$ cat src/rtl/ascii_operand_loader_if.sv
`default_nettype none
// ============================================================================
// Module   : ascii_operand_loader_if
// Brief    : Character stream in, operand pair out, for the ASCII loader.
// Revision : 1.0 - initial release
// ============================================================================
interface ascii_operand_loader_if #(
  parameter int W = 5
);
  logic [7:0]   char_in;
  logic         char_valid;
  logic         char_ready;
  logic [W-1:0] X;
  logic [W-1:0] Y;
  logic         operands_valid;
  logic         operands_ack;
  logic         ovf_x;
  logic         ovf_y;
  logic         err;

  // master: character source and operand consumer; slave: the loader itself
  modport master (
    output char_in, char_valid, operands_ack,
    input  char_ready, X, Y, operands_valid, ovf_x, ovf_y, err
  );
  modport slave (
    input  char_in, char_valid, operands_ack,
    output char_ready, X, Y, operands_valid, ovf_x, ovf_y, err
  );
endinterface
`default_nettype wire

$ cat src/rtl/ascii_operand_loader.sv
`default_nettype none
// ============================================================================
// Module   : ascii_operand_loader
// Brief    : Parses two Enter-terminated decimal numbers into operands X/Y.
// Revision : 1.0 - initial release
// ============================================================================
module ascii_operand_loader #(
  parameter int W          = 5,
  parameter int MAX_DIGITS = 2
) (
  input  wire logic            clk,
  input  wire logic            reset,
  ascii_operand_loader_if.slave bus
);
  localparam int c_ACC_W = $clog2(10**MAX_DIGITS);
  localparam int c_CNT_W = $clog2(MAX_DIGITS + 1);

  typedef enum logic [1:0] {
    GET_X = 2'd0,
    GET_Y = 2'd1,
    HOLD  = 2'd2,
    ERR   = 2'd3
  } state_t;

  state_t               r_state;
  logic [c_ACC_W-1:0]   r_acc;
  logic [c_CNT_W-1:0]   r_digit_cnt;
  logic [W-1:0]         r_x;
  logic [W-1:0]         r_y;
  logic                 r_ovf_x;
  logic                 r_ovf_y;
  logic                 r_valid;
  logic                 r_ready;
  logic                 r_err;

  logic                 w_fire;
  logic                 w_is_digit;
  logic                 w_is_term;
  logic                 w_cnt_full;
  logic                 w_ovf;
  logic [c_ACC_W-1:0]   w_acc_next;
  logic [W-1:0]         w_val;

  assign w_fire     = bus.char_valid && r_ready;
  assign w_is_digit = (bus.char_in >= 8'h30) && (bus.char_in <= 8'h39);
  assign w_is_term  = (bus.char_in == 8'h0A) || (bus.char_in == 8'h0D);
  assign w_cnt_full = (32'(r_digit_cnt) >= MAX_DIGITS);
  // acc stays below 10^(MAX_DIGITS-1) while accumulating, so this never wraps
  assign w_acc_next = (r_acc * c_ACC_W'(10)) + c_ACC_W'(bus.char_in - 8'h30);
  assign w_ovf      = 32'(r_acc) > ((32'd1 << W) - 32'd1);
  assign w_val      = W'(r_acc);

  always_ff @(posedge clk) begin
    if (reset) begin
      r_state     <= GET_X;
      r_acc       <= '0;
      r_digit_cnt <= '0;
      r_x         <= '0;
      r_y         <= '0;
      r_ovf_x     <= 1'b0;
      r_ovf_y     <= 1'b0;
      r_valid     <= 1'b0;
      r_ready     <= 1'b1;
      r_err       <= 1'b0;
    end else begin
      case (r_state)
        GET_X, GET_Y: begin
          if (w_fire) begin
            if (w_is_digit && !w_cnt_full) begin
              r_acc       <= w_acc_next;
              r_digit_cnt <= r_digit_cnt + c_CNT_W'(1);
            end else if (w_is_term && (r_digit_cnt != '0)) begin
              r_acc       <= '0;
              r_digit_cnt <= '0;
              if (r_state == GET_X) begin
                r_x     <= w_val;
                r_ovf_x <= w_ovf;
                r_state <= GET_Y;
              end else begin
                r_y     <= w_val;
                r_ovf_y <= w_ovf;
                r_valid <= 1'b1;
                r_ready <= 1'b0;
                r_state <= HOLD;
              end
            end else begin
              r_acc       <= '0;
              r_digit_cnt <= '0;
              r_err       <= 1'b1;
              r_state     <= ERR;
            end
          end
        end
        HOLD: begin
          if (bus.operands_ack) begin
            r_valid <= 1'b0;
            r_ready <= 1'b1;
            r_state <= GET_X;
          end
        end
        ERR: begin
          if (w_fire && w_is_term) begin
            r_err   <= 1'b0;
            r_state <= GET_X;
          end
        end
        default: r_state <= GET_X;
      endcase
    end
  end

  assign bus.char_ready     = r_ready;
  assign bus.X              = r_x;
  assign bus.Y              = r_y;
  assign bus.ovf_x          = r_ovf_x;
  assign bus.ovf_y          = r_ovf_y;
  assign bus.operands_valid = r_valid;
  assign bus.err            = r_err;
endmodule
`default_nettype wire

$ cat src/flat_wrapper.sv
// flat-port wrapper written by rule: the top's interface ports become plain ports
module ascii_operand_loader_flat 
#(
  parameter int W          = 5,
  parameter int MAX_DIGITS = 2
)
  (clk, reset, bus_char_in, bus_char_valid, bus_operands_ack, bus_char_ready, bus_X, bus_Y, bus_operands_valid, bus_ovf_x, bus_ovf_y, bus_err);
  ascii_operand_loader_if #(.W(W)) bus_i ();
  input  wire logic clk;
  input  wire logic reset;
  input wire logic [$bits(bus_i.char_in)-1:0] bus_char_in;
  input wire logic [$bits(bus_i.char_valid)-1:0] bus_char_valid;
  input wire logic [$bits(bus_i.operands_ack)-1:0] bus_operands_ack;
  output wire logic [$bits(bus_i.char_ready)-1:0] bus_char_ready;
  output wire logic [$bits(bus_i.X)-1:0] bus_X;
  output wire logic [$bits(bus_i.Y)-1:0] bus_Y;
  output wire logic [$bits(bus_i.operands_valid)-1:0] bus_operands_valid;
  output wire logic [$bits(bus_i.ovf_x)-1:0] bus_ovf_x;
  output wire logic [$bits(bus_i.ovf_y)-1:0] bus_ovf_y;
  output wire logic [$bits(bus_i.err)-1:0] bus_err;
  assign bus_i.char_in = bus_char_in;
  assign bus_i.char_valid = bus_char_valid;
  assign bus_i.operands_ack = bus_operands_ack;
  assign bus_char_ready = bus_i.char_ready;
  assign bus_X = bus_i.X;
  assign bus_Y = bus_i.Y;
  assign bus_operands_valid = bus_i.operands_valid;
  assign bus_ovf_x = bus_i.ovf_x;
  assign bus_ovf_y = bus_i.ovf_y;
  assign bus_err = bus_i.err;
  ascii_operand_loader #(.W(W), .MAX_DIGITS(MAX_DIGITS)) u_core (.clk(clk), .reset(reset), .bus(bus_i));
endmodule
$ cat config.mk
export PLATFORM = sky130hd
export DESIGN_NAME = ascii_operand_loader_flat
export DESIGN_NICKNAME = d
export VERILOG_FILES = /design/src/rtl/ascii_operand_loader_if.sv /design/src/rtl/ascii_operand_loader.sv /design/src/flat_wrapper.sv
export SDC_FILE = /design/constraint.sdc
export NUM_CORES = 1
export LEC_CHECK = 0
export ABC_AREA = 1
export ABC_CLOCK_PERIOD_IN_PS = 2400
export BUFFER_PORTS_ARGS = -buffer_cell sky130_fd_sc_hd__clkbuf_2
export CAP_MARGIN = 20
export CORE_MARGIN = 5
export CORE_UTILIZATION = 53
export CTS_BUF_LIST = sky130_fd_sc_hd__clkbuf_8
export DETAILED_ROUTE_END_ITERATION = 6
export PLACE_DENSITY = 0.85
export RECOVER_POWER = 100
export SYNTH_ARGS = -nofsm -noshare
export SYNTH_HDL_FRONTEND = slang
export SYNTH_SLANG_ARGS = --single-unit
$ cat constraint.sdc
create_clock -name clk -period 2.4 [get_ports clk]
set_input_delay 0.24 -clock clk [delete_from_list [all_inputs] [get_ports clk]]
set_output_delay 0.24 -clock clk [all_outputs]
set_load 0.005 [all_outputs]
==> impl_results.md <==
* Outcome: finished with violations
* Failing checks: setup timing
* First-pass GRT wire length at 6240 um
* # IOs at 27
* Mux cell area share after synthesis at 0%
* Drt drc at 0
* CP max stage cell: fa_1
* Synth area leader: dfxtp_1
* Reg clk slew, reported paths at 0.09 ns
* Drt wl/cell at 11.2 um
* CTS tree: yes
* Most used cell, CP: ha_4
* Critical-path cell list: ha_4, ha_4, inv_2, fa_1, inv_2, ha_4, ha_4, inv_2, nor2_1, nor2_1, inv_1, nand3_2, nand3_2, a21oi_2
* Full die area at 4400 um2
* Largest family of logic cells by synthesized area: simple AND/OR/NAND/NOR gates
* Setup Buffers After CTS at 0
* Antenna violations before repair at 0
* Detailed Place HPWL at ~2800 um
* Yosys top cell area share at 31.0%
* Top post-synthesis cells by area: dfxtp_1, nand2_1, ha_1
* Ys Warns at 0
* Layout Nets at a little over 300
* CTS buffer count at 3
* Placer congestion estimate at roughly 0.86
* First drt pass iteration count at 4
* Post-synth ARST share at 0%
* Syn Area/Cell at around 7 um2
* Largest stage delay, worst path at 0.51 ns
* Worst Path Required at 2.61 ns
* Count of final setup violators at 1
* Cells after Synth at 240
* Net Count, Synth at 269
* CP startpoint kind: flip-flop
* Sink Count at 26
* Period utilization at 100%
* Most used DFF post-synth: dfxtp_1
* Leak pwr at 0.985 nW
* Core footprint at ~3000 um2
* Setup WS post-layout at -0.00342 ns
* IO buf count at 26
* CP endpoint kind: flip-flop
* Simple-gate share of the synthesized area at 35.7%
* Fmax at about 420 MHz
* Post-synthesis adder-cell area fraction at between 10 and 15%
* Slew HR at 71.4%
* Final Core Density at 65.3%
* Final Slew Violations at 0
* Actual slew at the worst max-slew pin at 0.428 ns
* Area fraction in compound gates after synthesis at 8.78%
* Final hold vios at 0
* DR vias at 1580
* Hold Path Class: in -> reg
* Min Tclk post-route at 2.40 ns
* H-tree depth at 1
* Clk Latency, worst-skew pair at approximately 0.27 ns
* N_diodes at 0
* Max FO, Critical Path at 2
* Post-Synth XOR/XNOR Area at 0.521%
* Die height at 66.3 um
* Post-route ant nets at 0
* Routed WL at 3530 um
* RSZ-0062 raised after global routing: true
* Beginning of the critical path: u_core.r_acc[1]$_SDFFE_PP0P_
* Clock skew at around 0.0092 ns
* Starting Density at 55.1%
* Distinct cells, synth at 30
* Critical path class: reg -> reg
* Max-cap viol count at 0
* Most frequent cell after synthesis: nand2_1
* Die width at 66.3 um
* Clock root buffer master: clkbuf_8
* Dpl cell area at ~1900 um2
* DRT iter0 DRCs at 86
* Worst vdd ir at 415 uV
* Critical Path AT at ~2.6 ns
* Std cell rows at 20
* EDFF count, synth at 0
* List of most frequent post-synthesis cells: nand2_1, inv_1, nor2_1
* Sequential element share of the synthesized area at 31.0%
* GRT Util Overall at ~18%
* Post-Syn Area at between 1500 and 2000 um2
* DP Worst Slack at -0.0528 ns
* FF+latch count, synth at 26
* Hold path start: bus_char_in[0]
* Pin count of the biggest net entering global routing at 17
* Deepest clock path buffer count at 2
* Post-DR vias/cell at 5.00
* Layout area overhead at 18.6%
* Finished Cell Area at around 2000 um2
* RR Startpoint: u_core.r_acc[1]$_SDFFE_PP0P_
* Pwr/cell area at 493 nW/um2
* Share of cells above drive strength 1 at between 20% and 30%
* Hold buffers post-CTS at 0
* Vias in the first global route at ~1.5k
* Total grt overflow at 0
[cell usage in the layout, fill, tap and decap left out, types with 2 or more instances in the layout]
cell type,instances
ha_1,10
a21oi_1,12
clkbuf_1,6
nor2_4,2
nand2_2,2
nor2_2,3
nand4_1,3
clkbuf_8,3
nand2_1,59
o21ai_0,9
buf_4,4
fa_1,2
inv_2,6
clkbuf_2,20
nand2_4,2
o21ai_1,2
dfxtp_1,23
inv_1,35
dfxtp_2,3
nand3_1,11
ha_4,4
nor3_1,5
nand3_2,4
nor2_1,29
[state kept, by name (all words and copies together), names as in the netlist]
name and cells:
u_core.r_digit_cnt 2, u_core.bus.ovf_x 1, u_core.r_state 2, u_core.bus.ovf_y 1
u_core.bus.err 1, u_core.r_acc 7, u_core.bus.X 5, u_core.bus.Y 5
u_core.bus.char_ready 1, u_core.bus.operands_valid 1
[cell families after synthesis]
family	after synthesis
buffers and inverters	44
DFF	26
xor gates and xnor gates	1
adders and majority gates	17
and+or+nand+nor	125
AOI/OAI and AO/OA	27
[routing by layer]
| metal | vias to the layer above | share of wire (%) | GRT usage, % |
|---|---|---|---|
| li1 | 822 | - | - |
| met1 | 720 | 41 | 21.0 |
| met2 | 33 | 53 | 33.7 |
| met3 | 5 | 4.6 | 3.74 |
| met4 | 0 | 0.82 | 3.30 |
| met5 | - | 0 | 0 |
[report_power, final]
group	switching [mW]	internal, mW
sequential	0.0103	0.444
clock	0.136	0.223
combinational	0.108	0.0626
[worst paths after layout]
| kind | endpoint | slack, ns | cells past startpoint |
|---|---|---|---|
| max | u_core.r_acc[6]$_SDFFE_PP0P_ | -0.003 | 14 |
| min | u_core.r_acc[0]$_SDFFE_PP0P_ | 0.24 | 3 |
| max reg2reg | u_core.r_acc[6]$_SDFFE_PP0P_ | -0.003 | 14 |
| min reg2reg | u_core.bus.err$_SDFFE_PP0P_ | 0.45 | 2 |
[critical path: cells and delay by family, from the launching register on]
kind            cells  cell delay (ns)
simple gates        4             0.33
flops               1             0.34
fa+ha+maj           5             1.33
compound gates      1             0.13
buf+inv             4             0.20
[repair_timing]
action	in CTS	in global routing
resized for setup	0	15
endpoints found under the setup margin	1	2
pin swaps	0	7
[area by class of cell]
type / instances / area (um2)
fillers: 300 / 1060
multi-input cells: 170 / 1030
flip-flops and latches: 26 / 524
inverters: 42 / 159
repair buffers: 30 / 153
well taps: 44 / 55.1
clock buffers: 3 / 41.3
clock inverters: 1 / 30.0
[per-stage QoR]
| step | instances | TNS (ns) | power (mW) | hold slack [ns] |
|---|---|---|---|---|
| after floorplan | 240 | 0 | 0.579 | 0.383 |
| after global placement | 312 | 0 | 0.620 | 0.444 |
| after detailed placement | 312 | -0.0528 | 0.626 | 0.447 |
| after CTS | 316 | -0.0672 | 0.980 | 0.239 |
| after global routing | 316 | -0.0675 | 1.04 | 0.247 |
| final | 316 | -0.00342 | 0.984 | 0.239 |
Power figures use the tool's default switching activity.
